[src/rtl/rx_pingpong_seq_if.sv]
// Control/status bundle for the ping-pong comparator bank sequencer.
// Latency: n/a (pure signal grouping, no logic).
// Backpressure: none; run/duration inputs are levels, status outputs are registered levels/pulses.
interface rx_pingpong_seq_if #(
    parameter int STEP_W = 8,
    parameter int HOLD_W = 16,
    parameter int CNT_W  = 16
);
    // Run request and phase durations.
    logic              en;
    logic [STEP_W-1:0] step_cycles;
    logic [HOLD_W-1:0] hold_cycles;

    // Bank controls, mux select and status.
    logic              a_pc;
    logic              a_en;
    logic              b_pc;
    logic              b_en;
    logic              sel_a;
    logic              busy;
    logic              swap;
    logic [CNT_W-1:0]  swap_cnt;

    // Controller side: drives run/duration, observes bank controls.
    modport master (
        output en, step_cycles, hold_cycles,
        input  a_pc, a_en, b_pc, b_en, sel_a, busy, swap, swap_cnt
    );

    // Sequencer side.
    modport slave (
        input  en, step_cycles, hold_cycles,
        output a_pc, a_en, b_pc, b_en, sel_a, busy, swap, swap_cnt
    );
endinterface

[src/rtl/rx_pingpong_seq.sv]
// Ping-pong comparator bank sequencer: make-before-break handover between banks A and B, one control change per step.
// Latency: outputs registered; a state's output values appear on the same edge that enters the state.
// Backpressure: none; en is only looked at in IDLE and at HOLD expiry, so a started handover always completes.
module rx_pingpong_seq #(
    parameter int STEP_W = 8,
    parameter int HOLD_W = 16,
    parameter int CNT_W  = 16
) (
    input  logic             clk,
    input  logic             rstb,
    rx_pingpong_seq_if.slave bus
);

    localparam int DUR_W = (STEP_W > HOLD_W) ? STEP_W : HOLD_W;

    typedef enum logic [3:0] {
        S_IDLE,
        S_A_PC_OFF,
        S_A_EN_ON,
        S_SEL_A,
        S_B_EN_OFF,
        S_B_PC_ON,
        S_HOLD_A,
        S_B_PC_OFF,
        S_B_EN_ON,
        S_SEL_B,
        S_A_EN_OFF,
        S_A_PC_ON,
        S_HOLD_B,
        S_PARK_A_EN_OFF,
        S_PARK_A_PC_ON
    } state_t;

    state_t           state_q, state_d;
    logic [DUR_W-1:0] cnt_q, cnt_d;
    logic [DUR_W-1:0] step_ld, hold_ld;
    logic             expired;
    logic             entering;
    logic             entering_hold;

    logic             a_pc_q, a_pc_d;
    logic             a_en_q, a_en_d;
    logic             b_pc_q, b_pc_d;
    logic             b_en_q, b_en_d;
    logic             sel_a_q, sel_a_d;
    logic             busy_q, busy_d;
    logic             swap_q, swap_d;
    logic [CNT_W-1:0] swap_cnt_q, swap_cnt_d;

    // Reload values (duration minus one); a zero duration behaves as one cycle.
    always_comb begin
        step_ld = '0;
        hold_ld = '0;
        if (bus.step_cycles != '0) begin
            step_ld = DUR_W'(bus.step_cycles) - DUR_W'(1);
        end
        if (bus.hold_cycles != '0) begin
            hold_ld = DUR_W'(bus.hold_cycles) - DUR_W'(1);
        end
    end

    // Next-state: walk the ring when the current state's down-counter has run out.
    always_comb begin
        state_d = state_q;
        expired = (cnt_q == '0);
        case (state_q)
            S_IDLE:          if (bus.en)  state_d = S_A_PC_OFF;
            S_A_PC_OFF:      if (expired) state_d = S_A_EN_ON;
            S_A_EN_ON:       if (expired) state_d = S_SEL_A;
            S_SEL_A:         if (expired) state_d = S_B_EN_OFF;
            S_B_EN_OFF:      if (expired) state_d = S_B_PC_ON;
            S_B_PC_ON:       if (expired) state_d = S_HOLD_A;
            S_HOLD_A:        if (expired) state_d = bus.en ? S_B_PC_OFF : S_PARK_A_EN_OFF;
            S_B_PC_OFF:      if (expired) state_d = S_B_EN_ON;
            S_B_EN_ON:       if (expired) state_d = S_SEL_B;
            S_SEL_B:         if (expired) state_d = S_A_EN_OFF;
            S_A_EN_OFF:      if (expired) state_d = S_A_PC_ON;
            S_A_PC_ON:       if (expired) state_d = S_HOLD_B;
            S_HOLD_B:        if (expired) state_d = bus.en ? S_A_PC_OFF : S_IDLE;
            S_PARK_A_EN_OFF: if (expired) state_d = S_PARK_A_PC_ON;
            S_PARK_A_PC_ON:  if (expired) state_d = S_IDLE;
            default:                      state_d = S_IDLE;
        endcase
    end

    // State register.
    always_ff @(posedge clk) begin
        if (!rstb) begin
            state_q <= S_IDLE;
        end else begin
            state_q <= state_d;
        end
    end

    // Duration counter: durations are captured only on state entry, so mid-state
    // changes on step_cycles/hold_cycles wait for the next state.
    always_comb begin
        entering      = (state_d != state_q);
        entering_hold = entering && ((state_d == S_HOLD_A) || (state_d == S_HOLD_B));
        cnt_d         = cnt_q;
        if (state_d == S_IDLE) begin
            cnt_d = '0;
        end else if (entering) begin
            cnt_d = entering_hold ? hold_ld : step_ld;
        end else if (cnt_q != '0) begin
            cnt_d = cnt_q - DUR_W'(1);
        end
    end

    // Output next values: each state touches one control, the rest hold. Re-applying
    // the same change while the state is held is harmless, so no entry qualifier is needed.
    always_comb begin
        a_pc_d     = a_pc_q;
        a_en_d     = a_en_q;
        b_pc_d     = b_pc_q;
        b_en_d     = b_en_q;
        sel_a_d    = sel_a_q;
        busy_d     = (state_d != S_IDLE);
        swap_d     = entering_hold;
        swap_cnt_d = entering_hold ? (swap_cnt_q + CNT_W'(1)) : swap_cnt_q;
        case (state_d)
            S_IDLE: begin
                a_pc_d  = 1'b1;
                a_en_d  = 1'b0;
                b_pc_d  = 1'b1;
                b_en_d  = 1'b0;
                sel_a_d = 1'b1;
            end
            S_A_PC_OFF:      a_pc_d  = 1'b0;
            S_A_EN_ON:       a_en_d  = 1'b1;
            S_SEL_A:         sel_a_d = 1'b1;
            S_B_EN_OFF:      b_en_d  = 1'b0;
            S_B_PC_ON:       b_pc_d  = 1'b1;
            S_B_PC_OFF:      b_pc_d  = 1'b0;
            S_B_EN_ON:       b_en_d  = 1'b1;
            S_SEL_B:         sel_a_d = 1'b0;
            S_A_EN_OFF:      a_en_d  = 1'b0;
            S_A_PC_ON:       a_pc_d  = 1'b1;
            S_PARK_A_EN_OFF: a_en_d  = 1'b0;
            S_PARK_A_PC_ON:  a_pc_d  = 1'b1;
            default: ;
        endcase
    end

    // Counter and output registers; swap_cnt is the only output cleared by reset alone.
    always_ff @(posedge clk) begin
        if (!rstb) begin
            cnt_q      <= '0;
            a_pc_q     <= 1'b1;
            a_en_q     <= 1'b0;
            b_pc_q     <= 1'b1;
            b_en_q     <= 1'b0;
            sel_a_q    <= 1'b1;
            busy_q     <= 1'b0;
            swap_q     <= 1'b0;
            swap_cnt_q <= '0;
        end else begin
            cnt_q      <= cnt_d;
            a_pc_q     <= a_pc_d;
            a_en_q     <= a_en_d;
            b_pc_q     <= b_pc_d;
            b_en_q     <= b_en_d;
            sel_a_q    <= sel_a_d;
            busy_q     <= busy_d;
            swap_q     <= swap_d;
            swap_cnt_q <= swap_cnt_d;
        end
    end

    assign bus.a_pc     = a_pc_q;
    assign bus.a_en     = a_en_q;
    assign bus.b_pc     = b_pc_q;
    assign bus.b_en     = b_en_q;
    assign bus.sel_a    = sel_a_q;
    assign bus.busy     = busy_q;
    assign bus.swap     = swap_q;
    assign bus.swap_cnt = swap_cnt_q;

    // A bank must never be precharged while enabled, and the held bank must be the live one.
    a_excl_chk: assert property (@(posedge clk) disable iff (!rstb) !(a_en_q && a_pc_q));
    b_excl_chk: assert property (@(posedge clk) disable iff (!rstb) !(b_en_q && b_pc_q));
    hold_a_chk: assert property (@(posedge clk) disable iff (!rstb)
                    (state_q == S_HOLD_A) |-> (sel_a_q && a_en_q && !a_pc_q));
    hold_b_chk: assert property (@(posedge clk) disable iff (!rstb)
                    (state_q == S_HOLD_B) |-> (!sel_a_q && b_en_q && !b_pc_q));

endmodule

[src/flat_wrapper.sv]
// flat-port wrapper written by rule: the top's interface ports become plain ports
module rx_pingpong_seq_flat 
#(
    parameter int STEP_W = 8,
    parameter int HOLD_W = 16,
    parameter int CNT_W  = 16
)
  (clk, rstb, bus_en, bus_step_cycles, bus_hold_cycles, bus_a_pc, bus_a_en, bus_b_pc, bus_b_en, bus_sel_a, bus_busy, bus_swap, bus_swap_cnt);
  rx_pingpong_seq_if #(.STEP_W(STEP_W), .HOLD_W(HOLD_W), .CNT_W(CNT_W)) bus_i ();
  input  logic clk;
  input  logic rstb;
  input wire logic [$bits(bus_i.en)-1:0] bus_en;
  input wire logic [$bits(bus_i.step_cycles)-1:0] bus_step_cycles;
  input wire logic [$bits(bus_i.hold_cycles)-1:0] bus_hold_cycles;
  output wire logic [$bits(bus_i.a_pc)-1:0] bus_a_pc;
  output wire logic [$bits(bus_i.a_en)-1:0] bus_a_en;
  output wire logic [$bits(bus_i.b_pc)-1:0] bus_b_pc;
  output wire logic [$bits(bus_i.b_en)-1:0] bus_b_en;
  output wire logic [$bits(bus_i.sel_a)-1:0] bus_sel_a;
  output wire logic [$bits(bus_i.busy)-1:0] bus_busy;
  output wire logic [$bits(bus_i.swap)-1:0] bus_swap;
  output wire logic [$bits(bus_i.swap_cnt)-1:0] bus_swap_cnt;
  assign bus_i.en = bus_en;
  assign bus_i.step_cycles = bus_step_cycles;
  assign bus_i.hold_cycles = bus_hold_cycles;
  assign bus_a_pc = bus_i.a_pc;
  assign bus_a_en = bus_i.a_en;
  assign bus_b_pc = bus_i.b_pc;
  assign bus_b_en = bus_i.b_en;
  assign bus_sel_a = bus_i.sel_a;
  assign bus_busy = bus_i.busy;
  assign bus_swap = bus_i.swap;
  assign bus_swap_cnt = bus_i.swap_cnt;
  rx_pingpong_seq #(.STEP_W(STEP_W), .HOLD_W(HOLD_W), .CNT_W(CNT_W)) u_core (.clk(clk), .rstb(rstb), .bus(bus_i));
endmodule
[config.mk]
export PLATFORM = sky130hd
export DESIGN_NAME = rx_pingpong_seq_flat
export DESIGN_NICKNAME = d
export VERILOG_FILES = /design/src/rtl/rx_pingpong_seq_if.sv /design/src/rtl/rx_pingpong_seq.sv /design/src/flat_wrapper.sv
export SDC_FILE = /design/constraint.sdc
export NUM_CORES = 1
export LEC_CHECK = 0
export BUFFER_PORTS_ARGS = -buffer_cell sky130_fd_sc_hd__buf_4
export CAP_MARGIN = 25
export CORE_MARGIN = 1.5
export CORE_UTILIZATION = 55
export CTS_CLUSTER_DIAMETER = 200
export CTS_CLUSTER_SIZE = 12
export DETAILED_ROUTE_END_ITERATION = 16
export PLACE_DENSITY = 0.8
export SKIP_CTS_REPAIR_TIMING = 1
export SLEW_MARGIN = 40
export SYNTH_ARGS = -nofsm -noshare
export SYNTH_HDL_FRONTEND = slang
export SYNTH_SLANG_ARGS = --single-unit
[constraint.sdc]
create_clock -name clk -period 3.2 [get_ports clk]
set_input_delay 0.64 -clock clk [delete_from_list [all_inputs] [get_ports clk]]
set_output_delay 0.64 -clock clk [all_outputs]
set_load 0.1 [all_outputs]
==> reports/metrics.csv <==
metric,value,unit
global-route wire length before repair,11100,µm
worst-path fanout max,12,
RePlAce Congestion,0.838,
clk sinks,43,
grt met3 use,4.43,%
WP buf/inv,1,
Slew @ Worst Pin,783,ps
DP Wirelength,4840,µm
placed insts,488,
nets,456,
CP Cell Sequence,inv_1 -> ha_1 -> nor4b_2 -> nand4_2 -> o41ai_1 -> nor3_2 -> or3_1 -> a21oi_1 -> nor3_2,
Final period util,83.8,%
"Design Area, Final",0.00350,mm²
status,"complete, no violations",
Post-Syn Nets,410,
highest-count cells in the layout ignoring fill and taps,"56 x nor2_1, 52 x buf_4, 43 x dfxtp_1",
layout cell share with drive strength beyond 1,20.7,%
"most common cell after layout, fill and taps aside",nor2_1,
drt drc,0,
post-layout min period,2680,ps
cells on worst reg2reg path,9,
Post-synth EDFFs,0,
"Reg clk slew, reported paths",80,ps
worst skew pair latency,300,ps
Mapped Area,0.00296,mm²
Worst Hold Path Cells,2,
DP Area,0.00337,mm²
R2R Setup Slk,520,ps
Critical Path Most Common Cell,nor3_2,
Placeable Area,0.00514,mm²
synth warn,0,
"slowest stage delay, CP",500,ps
Post-Layout Cell Count,496,
reg2reg end,u_core.bus.a_en$_SDFFE_PN0P_,
CP top delay family,simple AND/OR/NAND/NOR gates,
Antenna Nets Post-Route,0,
antenna violations before repair,0,
Die Wd,76.4,µm
CP endpoint kind,register,
cell row count,26,
Leak,1.39,nW
Worst Path Arrival,2870,ps
"Slew Viols, Final",0,
Worst Hold Launch,u_core.bus.swap_cnt[8]$_SDFFE_PN0N_,
HP Class,reg -> reg,
Vert. Die Dim,76.4,µm
DRT iter0 DRCs,133,
Die Area,0.00584,mm²
PD cells,849,mW/mm²
CTS Buffer Depth,2,
min setup slack post-route,520,ps
largest net degree at the start of global routing,22,
worst path required time,3390,ps
port bufs,49,
sequential-to-total area share from yosys stat,29.0,%
I/O pin count,50,
syn_area_per_cell,7.82,µm²
Final Hold Slack,500,ps
"Slowest-stage cell, CP",o41ai_1,
overall power,2.97,mW
critical path class,reg -> reg,
final core occ,68.1,%
Max-slew headroom,47.7,%
wire per inst,13.3,µm
"wirelength, routed",6580,µm
GRT overflow,0,
Max Clk Rate,0.373,GHz
Syn Inst Count,379,
CTS tree,built,
Synth cell types,65,
total number of vias,2818,
GRT Max-Usage Layer,met2,
final clock skew,6.07,ps
setup tns final,0,ps
RR Startpoint,u_core.cnt_q[0]$_SDFFE_PP0P_,
final hold viol count,0,
Initial Util,57.7,%
vias in the first global route,2477,
CP Launch Type,register,
ANT cells,0,
post-DR vias/cell,5.68,
Max VDD drop,0.000490,V
gr usage total,23.0,%
Area Growth Syn to Fin,18.0,%
"Top FF cell, synth",dfxtp_1,
M1 GR Usage,29.9,%
router iterations before antenna repair,4,
CTS root buf,clkbuf_8,
final setup fails,0,
GR Layer Usage met2,38.4,%
H-tree Lvls,2,
Max-Cap Viols,0,
CTS buffer count,5,
synthesized flop and latch total,43,
Place WS,525,ps
RSZ-0062 raised after global routing,no,
Worst Hold End,u_core.bus.swap_cnt[8]$_SDFFE_PN0N_,
"Async S/R FF share, synth",0,%
==> Yosys cell counts (7+ instances only) <==
cell | number | area (µm²)
nand2_1 | 29 | 109
a21oi_1 | 30 | 150
nor4_1 | 7 | 43.8
xnor2_1 | 21 | 184
nor3_1 | 13 | 65.1
nor2_1 | 56 | 210
inv_1 | 18 | 67.6
o21ai_0 | 20 | 100
xor2_1 | 19 | 166
dfxtp_1 | 43 | 861
nor3_2 | 7 | 70.1
nand3_1 | 10 | 50.1
or3_1 | 8 | 50.1
==> layer usage <==
metal  share of wire (%)  routed length [µm]  up-vias
met5                   0                   0        -
met4                 1.1                  72        0
met3                 3.8                 253        9
met2                  47                3080       59
met1                  48                3170     1307
li1                    -                   -     1443
==> worst max path at each step <==
stage	from	endpoint	cells after the start
3_3_place_gp	u_core.cnt_q[0]$_SDFFE_PP0P_	u_core.bus.a_en$_SDFFE_PN0P_	9
4_1_cts	u_core.cnt_q[0]$_SDFFE_PP0P_	u_core.bus.a_en$_SDFFE_PN0P_	9
6_report	u_core.cnt_q[0]$_SDFFE_PP0P_	u_core.bus.a_en$_SDFFE_PN0P_	9
3_5_place_dp	u_core.cnt_q[0]$_SDFFE_PP0P_	u_core.bus.a_en$_SDFFE_PN0P_	9
5_1_grt	u_core.cnt_q[0]$_SDFFE_PP0P_	u_core.bus.a_en$_SDFFE_PN0P_	9
2_1_floorplan	u_core.bus.swap_cnt[3]$_SDFFE_PN0N_	u_core.bus.swap_cnt[14]$_SDFFE_PN0N_	6
==> state kept, by name (all words and copies together) (netlist names) <==
register             cells
u_core.bus.a_en          1
u_core.bus.b_pc          1
u_core.bus.swap_cnt     16
u_core.bus.a_pc          1
u_core.bus.sel_a         1
u_core.bus.busy          1
u_core.state_q           4
u_core.bus.b_en          1
u_core.bus.swap          1
u_core.cnt_q            16
==> logic make-up (layout without fill, tap and decap cells) <==
kind of cell / count (synthesis) / count (layout) / share of synthesized area (%)
multiplexers: 5 / 5 / 2.15
XOR/XNOR: 40 / 40 / 11.8
AND/OR/NAND/NOR: 171 / 171 / 31.9
adder cells (fa/ha/maj): 4 / 4 / 1.69
buffers and inverters: 31 / 78 / 4.85
flip-flops: 43 / 43 / 29.0
AO/OA/AOI/OAI: 85 / 85 / 18.6
==> worst min-delay path: stages, from the launching register on <==
cell	delay, ps
dfxtp_1	330
o21ai_0	70
a21oi_1	60
==> layout make-up <==
class,count,area (µm²)
tap,70,87.6
clock inverter,2,60.1
inverter,18,67.6
fill,465,1640
timing repair buffer,52,390
sequential,43,861
multi-input combinational,305,1960
clock buffer,6,72.6
==> where the power goes <==
| part | switching (mW) | total [mW] | internal, mW |
|---|---|---|---|
| Combinational | 0.968 | 1.62 | 0.657 |
| Sequential | 0.190 | 0.838 | 0.648 |
| Clock | 0.197 | 0.509 | 0.312 |
(Power assumes the default switching activity.)
